--- config.mk ---
export PLATFORM = sky130hd
export DESIGN_NAME = fft_butterfly
export DESIGN_NICKNAME = d
export VERILOG_FILES = /design/src/rtl/fft_butterfly.sv
export SDC_FILE = /design/constraint.sdc
export NUM_CORES = 2
export LEC_CHECK = 0
export ABC_AREA = 1
export ABC_CLOCK_PERIOD_IN_PS = 10300
export BUFFER_PORTS_ARGS = -buffer_cell sky130_fd_sc_hd__buf_2
export CORE_ASPECT_RATIO = 2
export CORE_MARGIN = 1.5
export CORE_UTILIZATION = 47
export DETAILED_ROUTE_END_ITERATION = 7
export MAX_ROUTING_LAYER = met4
export PLACE_DENSITY = 0.67
export SETUP_SLACK_MARGIN = 0.2
export SKIP_LAST_GASP = 1
export SYNTH_ARGS = -nofsm -noshare
export SYNTH_HDL_FRONTEND = slang
export SYNTH_SLANG_ARGS = --single-unit
--- constraint.sdc ---
create_clock -name clk -period 10.3 [get_ports clk]
set_input_delay 0.515 -clock clk [delete_from_list [all_inputs] [get_ports clk]]
set_output_delay 0.515 -clock clk [all_outputs]
set_load 0.01 [all_outputs]
--- src/rtl/fft_butterfly.sv ---
// Radix-2 DIT butterfly: X = A + B*W, Y = A - B*W, Q1.15 complex, 3-stage pipeline.
// Build option FFT_BUTTERFLY_SAT_EN: saturate outputs to 16 bits instead of wrapping.
module fft_butterfly (
  input  logic        clk,
  input  logic        rst,
  input  logic        in_valid,
  output logic        in_ready,
  input  logic [31:0] in_a,
  input  logic [31:0] in_b,
  input  logic [31:0] in_tw,
  input  logic [9:0]  in_idx,
  input  logic        in_scale,
  output logic        out_valid,
  input  logic        out_ready,
  output logic [31:0] out_x,
  output logic [31:0] out_y,
  output logic [9:0]  out_idx
);

  // Handshake: a set moves on a rising edge when valid && ready are both high.
  // The whole pipeline advances as one unit whenever the output register is
  // empty or being drained, so in_ready is that same enable, combinationally.
  logic enable;
  assign enable   = !out_valid || out_ready;
  assign in_ready = enable;

  // Stage 1: registered operands
  logic        s1_valid;
  logic [31:0] s1_a;
  logic [31:0] s1_b;
  logic [31:0] s1_tw;
  logic [9:0]  s1_idx;
  logic        s1_scale;

  // Stage 2: partial products plus the operands still needed downstream
  logic               s2_valid;
  logic [31:0]        s2_a;
  logic [9:0]         s2_idx;
  logic               s2_scale;
  logic signed [31:0] s2_p_rr;
  logic signed [31:0] s2_p_ii;
  logic signed [31:0] s2_p_ri;
  logic signed [31:0] s2_p_ir;

  logic signed [15:0] b_re;
  logic signed [15:0] b_im;
  logic signed [15:0] w_re;
  logic signed [15:0] w_im;

  assign b_re = s1_b[31:16];
  assign b_im = s1_b[15:0];
  assign w_re = s1_tw[31:16];
  assign w_im = s1_tw[15:0];

  // Round-half-up of a Q2.30 sum/difference back to Q1.15, kept at 17 bits.
  function automatic logic signed [16:0] round_q15(
    input logic signed [31:0] p,
    input logic signed [31:0] q,
    input logic               sub
  );
    logic signed [32:0] acc;
    if (sub) acc = 33'(p) - 33'(q) + 33'sd16384;
    else     acc = 33'(p) + 33'(q) + 33'sd16384;
    return 17'(acc >>> 15);
  endfunction

  function automatic logic [15:0] narrow(input logic signed [17:0] v);
`ifdef FFT_BUTTERFLY_SAT_EN
    if (v > 18'sd32767)       return 16'h7fff;
    else if (v < -18'sd32768) return 16'h8000;
    else                      return v[15:0];
`else
    return 16'(v);
`endif
  endfunction

  // One output component: a +/- t at 18 bits, optional halving, then narrowing.
  function automatic logic [15:0] combine(
    input logic signed [15:0] a,
    input logic signed [16:0] t,
    input logic               sub,
    input logic               half
  );
    logic signed [17:0] s;
    if (sub) s = 18'(a) - 18'(t);
    else     s = 18'(a) + 18'(t);
    if (half) s = s >>> 1;
    return narrow(s);
  endfunction

  logic signed [16:0] t_re;
  logic signed [16:0] t_im;
  logic signed [15:0] a_re;
  logic signed [15:0] a_im;

  assign t_re = round_q15(s2_p_rr, s2_p_ii, 1'b1);
  assign t_im = round_q15(s2_p_ri, s2_p_ir, 1'b0);
  assign a_re = s2_a[31:16];
  assign a_im = s2_a[15:0];

  always_ff @(posedge clk or posedge rst) begin
    if (rst) begin
      s1_valid <= 1'b0;
      s1_a     <= '0;
      s1_b     <= '0;
      s1_tw    <= '0;
      s1_idx   <= '0;
      s1_scale <= 1'b0;
    end else if (enable) begin
      s1_valid <= in_valid;
      if (in_valid) begin
        s1_a     <= in_a;
        s1_b     <= in_b;
        s1_tw    <= in_tw;
        s1_idx   <= in_idx;
        s1_scale <= in_scale;
      end
    end
  end

  always_ff @(posedge clk or posedge rst) begin
    if (rst) begin
      s2_valid <= 1'b0;
      s2_a     <= '0;
      s2_idx   <= '0;
      s2_scale <= 1'b0;
      s2_p_rr  <= '0;
      s2_p_ii  <= '0;
      s2_p_ri  <= '0;
      s2_p_ir  <= '0;
    end else if (enable) begin
      s2_valid <= s1_valid;
      if (s1_valid) begin
        s2_a     <= s1_a;
        s2_idx   <= s1_idx;
        s2_scale <= s1_scale;
        s2_p_rr  <= 32'(b_re) * 32'(w_re);
        s2_p_ii  <= 32'(b_im) * 32'(w_im);
        s2_p_ri  <= 32'(b_re) * 32'(w_im);
        s2_p_ir  <= 32'(b_im) * 32'(w_re);
      end
    end
  end

  // Output register: only reloads on a real set, so a bubble leaves the last
  // result in place with out_valid low.
  always_ff @(posedge clk or posedge rst) begin
    if (rst) begin
      out_valid <= 1'b0;
      out_x     <= '0;
      out_y     <= '0;
      out_idx   <= '0;
    end else if (enable) begin
      out_valid <= s2_valid;
      if (s2_valid) begin
        out_x   <= {combine(a_re, t_re, 1'b0, s2_scale),
                    combine(a_im, t_im, 1'b0, s2_scale)};
        out_y   <= {combine(a_re, t_re, 1'b1, s2_scale),
                    combine(a_im, t_im, 1'b1, s2_scale)};
        out_idx <= s2_idx;
      end
    end
  end

endmodule

==> results.md <==
* Multi-input gate area at 45,200 µm²
* Cell Rows at 189
* Setup_tns at 0 ns
* Via density at 5.31
* CTS root buf: clkbuf_16
* WL final at 192 mm
* Dpl cell area at 65,200 µm²
* Yosys reg bits at 355
* Clock sink total at 355
* Critical path's most frequent cell: fa_1
* Max-slew headroom at 27.4%
* Final setup vio count at 0
* Worst path required time at 10.80 ns
* CP cell instances: buf_4 > nand2_1 > fa_1 > inv_1 > fa_1 > fa_1 > fa_1 > fa_1 > inv_1 > fa_1 > inv_1 > ha_1 > a21oi_1 > o21ai_0 > nor2_1 > nand3_1 > nand3_1 > nand2_1 > inv_1 > nand2_1 > nand3_1 > nand2_1
* Warnings from Yosys at 0
* Min Tclk post-route at 6.88 ns
* Cells after Synth at 8,065
* Reg2Reg Depth at 22
* Setup crit start kind: register
* Async set-reset flop share out of synthesis at 100%
* Compound-Gate Fraction of Synth Area at 5.97%
* Cts bufs inserted at 41
* PostCTS Resize Cnt at 0
* Synth Area in XOR/XNOR at 1.60%
* WS Path Type: reg -> reg
* Arrival @ worst endpoint at 7.38 ns
* Main synth FF type: dfrtp_1
* Vias in the first global route at 56,000
* Max H-tree Level at 2
* DP HPWL at 155 mm
* Flop2flop setup slack at 3.42 ns
* FF-to-FF End: s2_p_ri[31]$_DFFE_PP0P_
* Pin count of the biggest net entering global routing at 140
* Setup crit end kind: register
* Reg area at 8920 µm²
* Max Cap Viol at 0
* Mapped Nets at 9,738
* Skew final at 0.0368 ns
* Total GRT Usage at 29.7%
* Detailed Routing Iterations Pass 1 at 6
* Post-CTS Setup Repair Bufs at 0
* RSZ-0062 raised after global routing: false
* Post-Synth Simple-Gate Area at 19.1%
* RD Place Congestion at 0.970
* EDFF count, synth at 0
* Post-route ant nets at 0
* Fillcell total at 13,000
* Cts hold-fix bufs at 0
* Final Core Density at 50.2%
* Crit share post-route at 66.8%
* Max Freq at 0.145 GHz
* Iter 0 DRT Violations at 3,272
* Ports at 187
* # port buffers at 186
* Cell area after layout at 66,700 µm²
* Outcome: complete, no violations
* Sequential share of the synthesized area at 14.1%
* Die ar. at 136,000 µm²
* CTS tree: yes
* Die Ht at 521 µm
* Clk buf depth at 3
* Slowest cell delay on critical path at 0.85 ns
* Drt wl/cell at 19.7 µm
* Slew Limit Fails at 0
* DRC at 0
* First-pass GRT wire length at 302 mm
* Gr ovfl total at 0
* Synth Cell Area at 63,000 µm²
* Crit path buf inv count at 5
* Worst-path fanout max at 26
* Share of layout cells above drive strength 1 at 7.05%
* Hold Crit Class: in -> async
* Clk Latency, worst-skew pair at 0.63 ns
* Mean post-synth cell area at 7.82 µm²
* Mux share of post-synthesis cell area at 1.48%
* Largest family of logic cells by synthesized area: adder cells
* Final nets at 9,679
* Delay-heaviest family, CP: adder cells
* Reg-to-reg startpoint: s1_tw[4]$_DFFE_PP0P_
* DIE WIDTH at 262 µm
* Routed vias at 51,900
* Worst Tran Pin Value at 1.09 ns
* Area Overhead vs Synth at 5.84%
* Slowest cell on crit path: fa_1
* Starting Density at 47.4%
* Worst-path clk slew at 0.07 ns
* Area share of fa/ha/maj cells after synthesis at 43.5%
* Core ar. at 133,000 µm²
* Antenna violations before repair at 3
* Yosys cell types at 59
* Final Hold Fails at 0
==> metrics by stage <==
| step | instances | setup slack, ns | hold WS (ns) |
|---|---|---|---|
| after global routing | 9760 | 3.12 | 0.0792 |
| final | 9763 | 3.42 | 0.0247 |
| after global placement | 9682 | 3.50 | 0.449 |
| after detailed placement | 9682 | 3.48 | 0.453 |
| after floorplan | 8065 | 4.52 | 0.432 |
| after CTS | 9757 | 3.45 | 0.0123 |
==> sequential cells by signal, summed over array words and instances, names as in the netlist <==
signal and cells:
s2_p_rr 32, s2_scale 1, out_x 32, s2_p_ii 32, s1_a 32, s1_tw 32
out_idx 10, s2_valid 1, s2_idx 10, s2_p_ir 32, s1_b 32, s1_idx 10
s2_a 32, out_valid 1, s2_p_ri 32, s1_valid 1, out_y 32, s1_scale 1
==> per-layer routing <==
layer	GRT usage, %	share of wire [%]
met1	30.5	35
met5	-	0
met4	17.3	6.9
met3	3.22	4.9
met2	54.0	53
==> synth_stat cells, drive strengths merged, types with 11 or more instances <==
cell type	number	area, µm²
nand2	2039	7710
inv	2002	7520
fa	1052	21100
ha	510	6380
nor2	375	1450
dfrtp	355	8880
nand3	312	1580
a21oi	284	1490
clkbuf	282	1060
o21ai	220	1130
mux2	83	935
nand4	69	432
buf	65	344
xor2	62	551
nor3	58	315
a31oi	56	350
xnor2	52	455
or2	42	263
o21bai	35	278
nand3b	29	218
a21o	19	143
a21boi	11	82.6
==> cell families after synthesis <==
kind of cell,Yosys count
and+or+nand+nor,2937
muxes,83
DFF,355
xor gates and xnor gates,114
AOI/OAI and AO/OA,660
adders and majority gates,1562
buffers and inverters,2354
==> cell type report <==
type | instances | area share (%)
Multi-Input combinational cell | 5356 | 67.8
Antenna cell | 6 | 0.0225
Clock inverter | 23 | 0.471
Timing Repair Buffer | 245 | 2.08
Inverter | 2007 | 11.3
Tap cell | 1719 | 3.22
Sequential cell | 355 | 13.4
Clock buffer | 52 | 1.72
==> cells in the final DEF, fill, tap and decap left out, types with 69 or more instances in the layout <==
master and n:
mux2_2 83, o21ai_0 180, buf_2 186, fa_1 1052
dfrtp_1 325, nand3_1 308, ha_1 510, a21oi_1 266
nor2_1 361, inv_1 1978, nand2_1 2018, nand4_1 69
==> worst register-to-register path, stage by stage (launching register included) <==
cell and delay, ns:
dfrtp_1 0.62, buf_4 0.45, nand2_1 0.21, fa_1 0.60, inv_1 0.07, fa_1 0.85, fa_1 0.54, fa_1 0.51
fa_1 0.50, inv_1 0.05, fa_1 0.48, inv_1 0.05, ha_1 0.40, a21oi_1 0.30, o21ai_0 0.24, nor2_1 0.15
nand3_1 0.22, nand3_1 0.15, nand2_1 0.12, inv_1 0.08, nand2_1 0.05, nand3_1 0.07, nand2_1 0.06
==> how the worst max path moves through the flow <==
| stage | startpoint | to | slack (ns) | cells past startpoint |
|---|---|---|---|---|
| floorplan | s1_b[31]$_DFFE_PP0P_ | s2_p_rr[31]$_DFFE_PP0P_ | 4.52 | 23 |
| global placement | s1_tw[4]$_DFFE_PP0P_ | s2_p_ri[31]$_DFFE_PP0P_ | 3.50 | 22 |
| detailed placement | s1_tw[4]$_DFFE_PP0P_ | s2_p_ri[31]$_DFFE_PP0P_ | 3.48 | 22 |
| CTS | s1_tw[4]$_DFFE_PP0P_ | s2_p_ri[31]$_DFFE_PP0P_ | 3.45 | 22 |
| global route | s1_tw[17]$_DFFE_PP0P_ | s2_p_ir[31]$_DFFE_PP0P_ | 3.12 | 20 |
| finish | s1_tw[4]$_DFFE_PP0P_ | s2_p_ri[31]$_DFFE_PP0P_ | 3.42 | 22 |
Power is left out: the tool's default activity adds up to more than one toggle a clock period on the data nets, which glitch-free logic cannot reach.
